--- src/rtl/mode_gen_pkg.sv ---
// Shared mode codes for the digital clock.
// The timer, setup, alarm and clock blocks import this package.
package mode_gen_pkg;

    // Major mode codes.
    typedef enum logic [1:0] {
        M1_CLOCK = 2'd0,
        M1_SETUP = 2'd1,
        M1_ALARM = 2'd2,
        M1_TIMER = 2'd3
    } mode1_e;

    // Minor mode codes. The same value means different things in different major modes.
    localparam logic [1:0] M2_CLOCK_NORM = 2'd0;

    localparam logic [1:0] SET_HOUR      = 2'd0;
    localparam logic [1:0] SET_MIN       = 2'd1;
    localparam logic [1:0] SET_SEC       = 2'd2;

    localparam logic [1:0] ALM_HOUR      = 2'd0;
    localparam logic [1:0] ALM_MIN       = 2'd1;

    localparam logic [1:0] TIMER_G       = 2'd0;
    localparam logic [1:0] TIMER_START   = 2'd1;
    localparam logic [1:0] TIMER_STOP    = 2'd2;

    // Value 3 is never produced. If it ever appears, it is cleared on the next clock.
    localparam logic [1:0] M2_ILLEGAL    = 2'd3;

    // Number of bits needed to hold the given value. The result is at least 1.
    function automatic int unsigned bits_required(input int unsigned value);
        int unsigned n;
        n = 1;
        for (int i = 1; i < 32; i++) begin
            if ((value >> i) != 0) begin
                n = i + 1;
            end
        end
        return n;
    endfunction

endpackage

--- src/rtl/btn_debounce.sv ---
// Push-button conditioner: 2-FF synchroniser, level debouncer and
// registered one-cycle press pulse (rising edge of debounced level).
module btn_debounce
    import mode_gen_pkg::*;
#(
    parameter int unsigned DEBOUNCE_CYCLES = 3
) (
    input  logic clk,
    input  logic reset,
    input  logic btn,
    output logic press
);

    localparam int unsigned        CntW    = bits_required(DEBOUNCE_CYCLES);
    localparam logic [CntW-1:0]    CntLast = CntW'(DEBOUNCE_CYCLES - 1);

    logic            sync1_q, sync2_q;
    logic            level_q, level_d;
    logic            level_dly_q;
    logic            press_q;
    logic [CntW-1:0] cnt_q, cnt_d;

    // Two-stage synchroniser for the asynchronous button pin.
    always_ff @(posedge clk) begin
        if (reset) begin
            sync1_q <= 1'b0;
            sync2_q <= 1'b0;
        end else begin
            sync1_q <= btn;
            sync2_q <= sync1_q;
        end
    end

    // Level flips on the DEBOUNCE_CYCLES-th consecutive mismatching sample.
    // Any matching sample restarts the count.
    always_comb begin
        level_d = level_q;
        cnt_d   = '0;
        if (sync2_q != level_q) begin
            if (cnt_q == CntLast) begin
                level_d = sync2_q;
            end else begin
                cnt_d = cnt_q + CntW'(1);
            end
        end
    end

    // Debounced level, counter and the registered rising-edge pulse.
    always_ff @(posedge clk) begin
        if (reset) begin
            level_q     <= 1'b0;
            cnt_q       <= '0;
            level_dly_q <= 1'b0;
            press_q     <= 1'b0;
        end else begin
            level_q     <= level_d;
            cnt_q       <= cnt_d;
            level_dly_q <= level_q;
            press_q     <= level_q & ~level_dly_q;
        end
    end

    assign press = press_q;

endmodule

--- src/rtl/mode_gen.sv ---
// Mode generator: debounces mode/sel/set buttons and drives the major and
// minor mode codes plus a one-cycle field increment strobe.
module mode_gen
    import mode_gen_pkg::*;
#(
    parameter int unsigned DEBOUNCE_CYCLES = 3
) (
    input  logic       clk,
    input  logic       reset,
    input  logic       btn_mode,
    input  logic       btn_sel,
    input  logic       btn_set,
    output logic [1:0] mode1,
    output logic [1:0] mode2,
    output logic       inc_pulse
);

    logic       mode_ev, sel_ev, set_ev;
    mode1_e     mode1_q, mode1_d;
    logic [1:0] mode2_q, mode2_d;
    logic       inc_q, inc_d;

    btn_debounce #(.DEBOUNCE_CYCLES(DEBOUNCE_CYCLES)) u_db_mode (
        .clk   (clk),
        .reset (reset),
        .btn   (btn_mode),
        .press (mode_ev)
    );

    btn_debounce #(.DEBOUNCE_CYCLES(DEBOUNCE_CYCLES)) u_db_sel (
        .clk   (clk),
        .reset (reset),
        .btn   (btn_sel),
        .press (sel_ev)
    );

    btn_debounce #(.DEBOUNCE_CYCLES(DEBOUNCE_CYCLES)) u_db_set (
        .clk   (clk),
        .reset (reset),
        .btn   (btn_set),
        .press (set_ev)
    );

    // Next-state logic. Priority is mode > sel > set. Losing events are dropped.
    always_comb begin
        mode1_d = mode1_q;
        mode2_d = (mode2_q == M2_ILLEGAL) ? M2_CLOCK_NORM : mode2_q;
        inc_d   = 1'b0;

        if (mode_ev) begin
            mode2_d = M2_CLOCK_NORM;
            unique case (mode1_q)
                M1_CLOCK: mode1_d = M1_SETUP;
                M1_SETUP: mode1_d = M1_ALARM;
                M1_ALARM: mode1_d = M1_TIMER;
                M1_TIMER: mode1_d = M1_CLOCK;
                default:  mode1_d = M1_CLOCK;
            endcase
        end else begin
            unique case (mode1_q)
                M1_CLOCK: begin
                    mode2_d = M2_CLOCK_NORM;
                end
                M1_SETUP: begin
                    if (sel_ev) begin
                        case (mode2_q)
                            SET_HOUR: mode2_d = SET_MIN;
                            SET_MIN:  mode2_d = SET_SEC;
                            default:  mode2_d = SET_HOUR;
                        endcase
                    end else if (set_ev) begin
                        inc_d = 1'b1;
                    end
                end
                M1_ALARM: begin
                    if (sel_ev) begin
                        mode2_d = (mode2_q == ALM_HOUR) ? ALM_MIN : ALM_HOUR;
                    end else if (set_ev) begin
                        inc_d = 1'b1;
                    end
                end
                M1_TIMER: begin
                    if (sel_ev) begin
                        case (mode2_q)
                            TIMER_G:     mode2_d = TIMER_START;
                            TIMER_START: mode2_d = TIMER_STOP;
                            TIMER_STOP:  mode2_d = TIMER_START;
                            default:     mode2_d = TIMER_G;
                        endcase
                    end else if (set_ev && mode2_q == TIMER_STOP) begin
                        mode2_d = TIMER_G;
                    end
                end
                default: begin
                    mode1_d = M1_CLOCK;
                    mode2_d = M2_CLOCK_NORM;
                end
            endcase
        end
    end

    // Mode and strobe registers.
    always_ff @(posedge clk) begin
        if (reset) begin
            mode1_q <= M1_CLOCK;
            mode2_q <= M2_CLOCK_NORM;
            inc_q   <= 1'b0;
        end else begin
            mode1_q <= mode1_d;
            mode2_q <= mode2_d;
            inc_q   <= inc_d;
        end
    end

    assign mode1     = mode1_q;
    assign mode2     = mode2_q;
    assign inc_pulse = inc_q;

endmodule
--- config.mk ---
export PLATFORM = sky130hd
export DESIGN_NAME = mode_gen
export DESIGN_NICKNAME = d
export VERILOG_FILES = /design/src/rtl/mode_gen_pkg.sv /design/src/rtl/btn_debounce.sv /design/src/rtl/mode_gen.sv
export SDC_FILE = /design/constraint.sdc
export NUM_CORES = 1
export LEC_CHECK = 0
export ABC_AREA = 1
export ABC_CLOCK_PERIOD_IN_PS = 1400
export BUFFER_PORTS_ARGS = -buffer_cell sky130_fd_sc_hd__buf_2
export CORE_MARGIN = 3
export CORE_UTILIZATION = 45
export CTS_BUF_LIST = sky130_fd_sc_hd__clkbuf_4
export DETAILED_ROUTE_END_ITERATION = 7
export PLACE_DENSITY = 0.63
export REMOVE_ABC_BUFFERS = 1
export SYNTH_ARGS = -nofsm -noshare
export SYNTH_HDL_FRONTEND = slang
export SYNTH_HIERARCHICAL = 1
export SYNTH_SLANG_ARGS = --single-unit
--- constraint.sdc ---
create_clock -name clk -period 1.4 [get_ports clk]
set_input_delay 0.21 -clock clk [delete_from_list [all_inputs] [get_ports clk]]
set_output_delay 0.21 -clock clk [all_outputs]
set_load 0.02 [all_outputs]
==> results.sh <==
export IMPL_cts_hold_buf=0
export IMPL_yosys_area_share_simple=0.283
export IMPL_sw_frac_of_total=0.209
export IMPL_initial_utilization=0.491
export IMPL_drc=0
export IMPL_ys_ff_latch=26
export IMPL_track_usage=0.126
export IMPL_fillers=216
export IMPL_whs_ns=0.0849
export IMPL_p_sw_uw=231
export IMPL_criticalPathCategory="register to register"
export IMPL_synth_top_family_by_area="simple AND/OR/NAND/NOR gates"
export IMPL_core_area_um2=2040
export IMPL_hold_depth=3
export IMPL_p_int_uw=872
export IMPL_ir_worst_vdd_v=0.000863
export IMPL_grt_pass1_wl_um=2570
export IMPL_row_count=16
export IMPL_final_core_util=0.546
export IMPL_finalInstanceArea_um2=1110
export IMPL_drtAntennaViolNets=0
export IMPL_layout_common_cells="29 x nor2_1, 26 x dfxtp_1, 18 x inv_1"
export IMPL_hp_class="input port to register"
export IMPL_tritoncts="done"
export IMPL_die_width_um=53.2
export IMPL_synth_area_mux_share=0
export IMPL_wire_per_inst_um=8.40
export IMPL_seqPwrFrac=0.687
export IMPL_gr_total_overflow=0
export IMPL_finalCritPeriodShare=0.854
export IMPL_worst_slack_ns=0.204
export IMPL_crit_fanout=5
export IMPL_rsz0062_at_grt="false"
export IMPL_wirelength_um=1380
export IMPL_vias=749
export IMPL_cts_resized=0
export IMPL_path_clk_slew_ns=0.13
export IMPL_grt_antenna_before_repair=0
export IMPL_dp_hpwl_um=1060
export IMPL_drt_iter0_markers=11
export IMPL_synth_xor_area_frac=0
export IMPL_start_kind="register"
export IMPL_nets=150
export IMPL_required_ns=1.62
export IMPL_viasPerCell=4.57
export IMPL_reg2regPathDepth=6
export IMPL_grt_pass1_vias=704
export IMPL_cp_arrival_ns=1.41
export IMPL_dr_pass1_iters=4
export IMPL_synthAdderAreaFrac=0.0874
export IMPL_synth_cell_types=14
export IMPL_clk_insertion_delay_late_ns=0.31
export IMPL_synth_compound_area_frac=0.0200
export IMPL_cts_root_buffer="clkbuf_4"
export IMPL_post_dp_cell_area_um2=1090
export IMPL_syn_area_um2=1000
export IMPL_pre_cts_ws_ns=0.216
export IMPL_cp_end_kind="register"
export IMPL_avgSynthCellArea_um2=8.15
export IMPL_antennaDiodeCount=0
export IMPL_max_freq_mhz=836
export IMPL_p_leak_uw=0.000500
export IMPL_startpoint="mode1[0]"
export IMPL_synthCells=123
export IMPL_finalHoldViolations=0
export IMPL_die_area_um2=2830
export IMPL_finalMaxSlewViolations=0
export IMPL_slew_limit_headroom=0.826
export IMPL_fin_setup_tns_ns=0
export IMPL_clockPowerShare=0.275
export IMPL_die_h_um=53.2
export IMPL_status="complete, no violations"
export IMPL_cts_htree_levels=1
export IMPL_ctsLongestPathBuffers=2
export IMPL_gp_congestion=0.661
export IMPL_r2r_start="mode1[0]"
export IMPL_maxCapViolCount=0
export IMPL_clock_sinks=26
export IMPL_synth_seq_area_share=0.519
export IMPL_grt_max_degree=15
export IMPL_synth_top_area_frac=0.519
export IMPL_fin_skew_ns=0.00469
export IMPL_synthToLayoutAreaGrowth_pct=11.2
export IMPL_cts_buffers_inserted=3
export IMPL_drive_gt1_frac=0.197
export IMPL_min_delay_start="btn_set"
export IMPL_fin_crit_ns=1.20
export IMPL_worstMarginPinSlew_ns=0.261
export IMPL_p_per_area_nw_per_um2=990
export IMPL_combPwrFrac=0.038
export IMPL_port_buffer_count=9
export IMPL_yosys_warnings=6
export IMPL_cts_setup_buffers=0
export IMPL_mostFrequentLayoutCell="nor2_1"
export IMPL_io_pin_count=10
export IMPL_setup_viol=0
export IMPL_synth_area_top_cells="dfxtp_1 52%, nor2_1 11%, ha_1 8.7%, inv_1 6.7%, nand2_1 5.2%"
export IMPL_yosysTopAreaCell="dfxtp_1"
==> state kept, by name, indices dropped and copies added (netlist names), 2 cells and up <==
name             flops
mode2                2
u_db_set/cnt_q       2
u_db_mode/cnt_q      2
mode1                2
u_db_sel/cnt_q       2
==> path summary, 6_finish.rpt <==
path | end | slack, ns
setup reg to reg | mode2[1] | 0.20
hold / removal | u_db_set/sync1_q | 0.08
setup / recovery | mode2[1] | 0.20
hold reg to reg | u_db_mode/press | 0.40
==> per-stage QoR <==
stage / std cells / total power [µW]
3_3_place_gp: 160 / 815
2_1_floorplan: 123 / 797
4_1_cts: 164 / 1130
5_1_grt: 164 / 1170
3_5_place_dp: 160 / 817
6_report: 164 / 1100
==> cells by family after synthesis <==
| group | after synthesis |
|---|---|
| simple gates | 62 |
| buf+inv | 24 |
| compound gates | 4 |
| flops | 26 |
| fa+ha+maj | 7 |
==> area by class of cell <==
class	instances	area (µm²)	share of cell area
flip-flops and latches	26	520	0.467
multi-input cells	73	392	0.351
inverters	24	90.1	0.0808
repair buffers	10	52.6	0.0471
well taps	27	33.8	0.0303
clock buffers	3	22.5	0.0202
clock inverters	1	3.75	0.00337
==> power by group through the flow <==
stage	Clock (µW)	Combinational [µW]	Sequential, µW
after CTS	324	43.1	758
after global routing	357	51.7	760
after detailed placement	0	43.0	774
after floorplan	0	24.1	773
final	304	42.3	758
after global placement	0	41.5	773
==> Yosys cell counts <==
cell     instances
nor2_1          29
dfxtp_1         26
inv_1           18
nand2_1         14
ha_1             7
nor3_1           7
inv_2            6
nor2_2           4
nand3_1          3
nand3_2          3
a21oi_1          2
o21ai_0          2
nor2_4           1
or2_0            1
==> worst max-delay path, stage by stage, from the launching register on <==
cell and delay, ns:
dfxtp_1 0.42, inv_1 0.08, ha_1 0.23, nor2_1 0.14
nand2_1 0.06, a21oi_1 0.13, nor2_1 0.05
==> metal layers <==
| layer | vias up | wire length, µm | global-route usage |
|---|---|---|---|
| met5 | - | 0 | 0 |
| met4 | 0 | 10 | 0.0255 |
| met3 | 2 | 81 | 0.0592 |
| met2 | 20 | 634 | 0.240 |
| met1 | 331 | 650 | 0.123 |
| li1 | 396 | - | - |
No activity file was read; power rests on OpenSTA's default activity.
